**config.mk**
```make
export PLATFORM = sky130hd
export DESIGN_NAME = game_timer
export DESIGN_NICKNAME = d
export VERILOG_FILES = /design/src/rtl/game_timer.sv
export SDC_FILE = /design/constraint.sdc
export NUM_CORES = 1
export LEC_CHECK = 0
export BUFFER_PORTS_ARGS = -buffer_cell sky130_fd_sc_hd__buf_2
export CAP_MARGIN = 20
export CORE_MARGIN = 2
export CORE_UTILIZATION = 46
export DETAILED_ROUTE_END_ITERATION = 12
export PLACE_DENSITY_LB_ADDON = 0.15
export SLEW_MARGIN = 15
export SYNTH_ARGS = -nofsm -noshare
export SYNTH_HDL_FRONTEND = slang
export SYNTH_SLANG_ARGS = --single-unit
```
**constraint.sdc**
```tcl
create_clock -name CLOCK10M -period 6.1 [get_ports CLOCK10M]
set_input_delay 1.22 -clock CLOCK10M [delete_from_list [all_inputs] [get_ports CLOCK10M]]
set_output_delay 1.22 -clock CLOCK10M [all_outputs]
set_load 0.05 [all_outputs]
```
**src/rtl/game_timer.sv**
```systemverilog
// game_timer: prescaled game-time counter with up/down counting,
// start/stop/pause, preload, lap capture and terminal expire or wrap.
module game_timer #(
    parameter int          CLK_HZ    = 10000000,
    parameter int          TICK_HZ   = 10,
    parameter int          WIDTH     = 10,
    parameter int unsigned MAX_COUNT = 2**WIDTH - 1,
    parameter int          WRAP      = 0
) (
    input  logic             CLOCK10M,
    input  logic             KEY0,
    input  logic             START,
    input  logic             STOP,
    input  logic             CLEAR,
    input  logic             LOAD,
    input  logic [WIDTH-1:0] LOAD_VALUE,
    input  logic             MODE_DOWN,
    input  logic             LAP,
    output logic [WIDTH-1:0] counter_out,
    output logic [WIDTH-1:0] lap_out,
    output logic             lap_valid,
    output logic             tick,
    output logic             running,
    output logic             paused,
    output logic             expired,
    output logic             term_pulse
);

    localparam int TICK_DIV = CLK_HZ / TICK_HZ;
    localparam int PW       = (TICK_DIV > 2) ? $clog2(TICK_DIV) : 1;

    localparam logic [PW-1:0]    PRESC_LAST = PW'(TICK_DIV - 1);
    localparam logic [WIDTH-1:0] MAXV       = WIDTH'(MAX_COUNT);
    localparam bit               WRAP_EN    = (WRAP != 0);

    if (TICK_DIV < 2) begin : g_div_check
        $error("game_timer: CLK_HZ/TICK_HZ must be at least 2");
    end

    if (MAX_COUNT < 1 || MAX_COUNT > 2**WIDTH - 1) begin : g_max_check
        $error("game_timer: MAX_COUNT must lie in 1 .. 2**WIDTH-1");
    end

    typedef enum logic [1:0] {
        IDLE    = 2'd0,
        RUN     = 2'd1,
        PAUSE   = 2'd2,
        EXPIRED = 2'd3
    } state_t;

    state_t           state;
    state_t           state_nx;
    logic [PW-1:0]    presc;
    logic [PW-1:0]    presc_nx;
    logic [WIDTH-1:0] count_nx;
    logic             tick_nx;
    logic             term_nx;

    logic [WIDTH-1:0] step;
    logic             step_term;
    logic             at_term;
    logic             period_end;
    logic [WIDTH-1:0] load_sat;

    // Next count for one tick in the current direction, kept within 0..MAX_COUNT
    always_comb begin
        if (MODE_DOWN) begin
            step      = (counter_out == '0) ? MAXV : counter_out - 1'b1;
            step_term = (step == '0);
            at_term   = (counter_out == '0);
        end else begin
            step      = (counter_out >= MAXV) ? '0 : counter_out + 1'b1;
            step_term = (step == MAXV);
            at_term   = (counter_out == MAXV);
        end
        period_end = (presc == PRESC_LAST);
        load_sat   = (LOAD_VALUE > MAXV) ? MAXV : LOAD_VALUE;
    end

    // State, prescaler, counter and pulse registers
    always_ff @(posedge CLOCK10M or posedge KEY0) begin
        if (KEY0) begin
            state       <= IDLE;
            presc       <= '0;
            counter_out <= '0;
            tick        <= 1'b0;
            term_pulse  <= 1'b0;
        end else begin
            state       <= state_nx;
            presc       <= presc_nx;
            counter_out <= count_nx;
            tick        <= tick_nx;
            term_pulse  <= term_nx;
        end
    end

    // Next-state logic: CLEAR > LOAD > STOP > START, then tick handling
    always_comb begin
        state_nx = state;
        presc_nx = presc;
        count_nx = counter_out;
        tick_nx  = 1'b0;
        term_nx  = 1'b0;
        if (CLEAR) begin
            state_nx = IDLE;
            presc_nx = '0;
            count_nx = '0;
        end else if (LOAD) begin
            state_nx = IDLE;
            presc_nx = '0;
            count_nx = load_sat;
        end else begin
            unique case (state)
                RUN: begin
                    if (period_end) begin
                        presc_nx = '0;
                        count_nx = step;
                        tick_nx  = 1'b1;
                        term_nx  = step_term;
                    end else begin
                        presc_nx = presc + 1'b1;
                    end
                    if (period_end && step_term && !WRAP_EN) begin
                        state_nx = EXPIRED;
                    end else if (STOP) begin
                        state_nx = PAUSE;
                    end
                end
                IDLE, PAUSE: begin
                    if (!STOP && START) begin
                        if (at_term && !WRAP_EN) begin
                            state_nx = EXPIRED;
                            presc_nx = '0;
                            term_nx  = 1'b1;
                        end else begin
                            state_nx = RUN;
                        end
                    end
                end
                EXPIRED: begin
                    state_nx = EXPIRED;
                end
                default: begin
                    state_nx = IDLE;
                    presc_nx = '0;
                end
            endcase
        end
    end

    // Status flags decoded from the state register
    always_comb begin
        running = (state == RUN);
        paused  = (state == PAUSE);
        expired = (state == EXPIRED);
    end

    // Lap capture samples the count before any same-edge update
    always_ff @(posedge CLOCK10M or posedge KEY0) begin
        if (KEY0) begin
            lap_out   <= '0;
            lap_valid <= 1'b0;
        end else begin
            lap_valid <= LAP;
            if (LAP) begin
                lap_out <= counter_out;
            end
        end
    end

endmodule

```
==> results.py <==
metrics = {
    "sta": {
        "fin_ws_ns": 2.90,
        "rsz0062_at_grt": "false",
        "hold_viol_final": 0,
        "holdWs_ns": 0.496,
        "fmax_mhz": 312,
        "period_share": 0.525,
        "finalSetupViolCount": 0,
        "fin_worst_skew_ns": 0.00815,
        "tightest_slew_ns": 0.958,
        "period_minus_slack_ns": 3.20,
        "drv_slew": 0,
        "fin_setup_tns_ns": 0,
        "slew_headroom": 0.360,
    },
    "global_routing": {
        "overflow": 0,
        "grt_antenna_before_repair": 0,
        "grt_pass1_vias": 2468,
        "grtUsageTotal": 0.218,
        "grt_max_degree": 46,
        "grt_pass1_wl_mm": 12.7,
    },
    "worst_setup_path": {
        "path_class": "reg -> reg",
        "worst_setup_path_end_kind": "flip-flop",
        "cp.buffers_inverters": 0,
        "worstPathArrival_ns": 3.40,
        "path_max_fanout": 25,
        "worstPathRequired_ns": 6.30,
        "max_stage_delay_ns": 0.61,
        "crit_family": "simple AND/OR/NAND/NOR gates",
        "startpoint_type": "flip-flop",
        "slowest_stage": "dfrtp_1",
        "regToRegSetupSlack_ns": 2.90,
        "crit_path_cell_trace": "ha_1, nand3_1, nor4_4, a21oi_2, o211a_4, or2_1, o41ai_1",
    },
    "yosys": {
        "syn_avg_cell_area_um2": 8.49,
        "synth_nets": 379,
        "synth_edf_count": 0,
        "netlist_instances": 356,
        "synthTopCellsByCount": "45 x dfrtp_1, 34 x o21ai_0, 30 x nand2_1",
        "synth_area_leaders": "dfrtp_1 37%, o21ai_0 5.6%, mux2_2 3.7%",
        "async_reset_ff_frac": 1.00,
        "synth_ff_type": "dfrtp_1",
        "synth-seq-area-share": 0.373,
        "ys_seq_elements": 45,
        "synth_most_common_cell": "dfrtp_1",
        "synthDistinctLibCells": 61,
        "synth_area_mm2": 0.00302,
        "ys_warn_count": 0,
        "synth_top_area_share": 0.373,
        "synth_area_leader_cell": "dfrtp_1",
    },
    "min_path": {
        "hold_path.class": "reg -> reg",
    },
    "floorplanning": {
        "fp.dieW_um": 85.1,
        "core_mm2": 0.00635,
        "start_util": 0.476,
        "ioPinCount": 44,
        "die_y_um": 85.1,
        "die_area_mm2": 0.00723,
        "core.rowCount": 29,
    },
    "route": {
        "drt-initial-drc-count": 221,
        "drc_errors": 0,
        "vias": 2856,
        "ant_nets": 0,
        "via_per_inst": 6.21,
        "wl_per_cell_um": 16.8,
        "dr.pass1.iters": 5,
        "totalWireLength_mm": 7.75,
    },
    "power": {
        "swShare": 0.328,
        "max-vdd-ir-drop_mv": 0.133,
        "p_int_uw": 456,
        "p_leak_uw": 0.00140,
        "switchingPower_uw": 223,
        "combPwrFrac": 0.205,
        "pwr-share-clk": 0.311,
        "powerDensity_mw_per_mm2": 204,
        "power_frac_seq": 0.484,
    },
    "clock_network": {
        "cts_tree": "built",
        "clk_pin_slew_worst_paths_ns": 0.09,
        "cts_resized": 0,
        "hold_buffers": 0,
        "cts_sinks": 45,
        "clockBufferDepth": 2,
        "numCtsBuffers": 5,
        "insertion_delay_ns": 0.31,
        "htreeDepth": 2,
        "root_buffer": "clkbuf_8",
        "cts_setup_buffers": 0,
    },
    "cells_and_area": {
        "finalNonFillerCells": 460,
        "nets": 405,
        "multi_input_area_mm2": 0.00172,
        "seqCellArea_mm2": 0.00113,
        "drive_gt1_frac": 0.193,
        "nFillCells": 618,
        "fin_area_mm2": 0.00333,
        "area_growth_pct": 10.2,
        "diodes": 0,
    },
    "placed_design": {
        "place_congestion": 0.891,
        "port_buffers": 43,
        "hpwl_mm": 5.42,
        "dpl_cell_area_mm2": 0.00323,
        "pre_cts_ws_ns": 2.85,
        "dp.cells": 452,
    },
    "run_status": {
        "outcome": "finished, final reports clean",
    },
    "job": {
        "drv_cap": 0,
    },
}
==> sequential cells by signal, summed over array words and instances, names as in the netlist <==
name	flops
presc	20
counter_out	10
lap_out	10
state	2
lap_valid	1
term_pulse	1
tick	1
==> cell usage in the layout, fill, tap and decap left out, drive strengths merged, types with 3 or more instances in the layout <==
master and n:
dfrtp 45, buf 45, o21ai 37, nand2 30, nor2 26, a21oi 15, nand3 14, o31ai 13
inv 13, a31oi 10, mux2 10, nor3 10, nand4 9, nor2b 7, o22ai 7, clkbuf 7
and3 5, or3 5, o211ai 5, ha 5, o41ai 4, o21a 4, nand3b 4, nor4 4
o211a 4, nand2b 3, and2 3, a221oi 3, xor2 3, or2 3
==> per-stage QoR <==
| stage | utilization | total power, uW |
|---|---|---|
| 2_1_floorplan | - | 439 |
| 3_3_place_gp | 0.508 | 473 |
| 3_5_place_dp | 0.508 | 474 |
| 4_1_cts | 0.525 | 687 |
| 5_1_grt | 0.525 | 710 |
| 6_report | 0.525 | 679 |
==> final timing paths <==
kind                                       startpoint                    end  cells past startpoint
min reg2reg                     presc[19]$_DFFE_PP0P_  presc[19]$_DFFE_PP0P_                      1
max                        counter_out[0]$_DFFE_PP0P_  presc[11]$_DFFE_PP0P_                      7
max reg2reg                counter_out[0]$_DFFE_PP0P_  presc[11]$_DFFE_PP0P_                      7
min in group asynchronous                        KEY0   presc[2]$_DFFE_PP0P_                      2
min                             presc[19]$_DFFE_PP0P_  presc[19]$_DFFE_PP0P_                      1
max in group asynchronous                        KEY0         tick$_DFF_PP0_                      2
==> area by class of cell <==
cell class,count,share of cell area
Tap cell,77,0.0289
Multi-Input combinational cell,271,0.517
Clock inverter,1,0.00263
Inverter,14,0.0158
Sequential cell,45,0.338
Clock buffer,7,0.0289
Timing Repair Buffer,45,0.0691
==> cells by family after synthesis <==
family,share of synthesized area
AND/OR/NAND/NOR,0.232
flip-flops,0.373
buffers and inverters,0.0580
XOR/XNOR,0.0145
AO/OA/AOI/OAI,0.261
multiplexers,0.0406
adder cells (fa/ha/maj),0.0207
==> routing by layer <==
metal  part of all wire  global-route usage  wire length [um]  vias to the layer above
met5                  0                   0                 0                        -
met4              0.019              0.0722               144                        0
met3              0.050              0.0321               387                       15
met2               0.50               0.356              3880                       89
met1               0.43               0.300              3340                     1372
li1                   -                   -                 -                     1380
==> power by group through the flow <==
stage	Clock [uW]	Sequential (uW)	Combinational [uW]
final	211	329	139
after global placement	0	334	139
after CTS	218	329	140
after global routing	228	332	150
after detailed placement	0	335	139
after floorplan	0	359	79.2
Note: power is estimated with default switching activity, not from simulation.
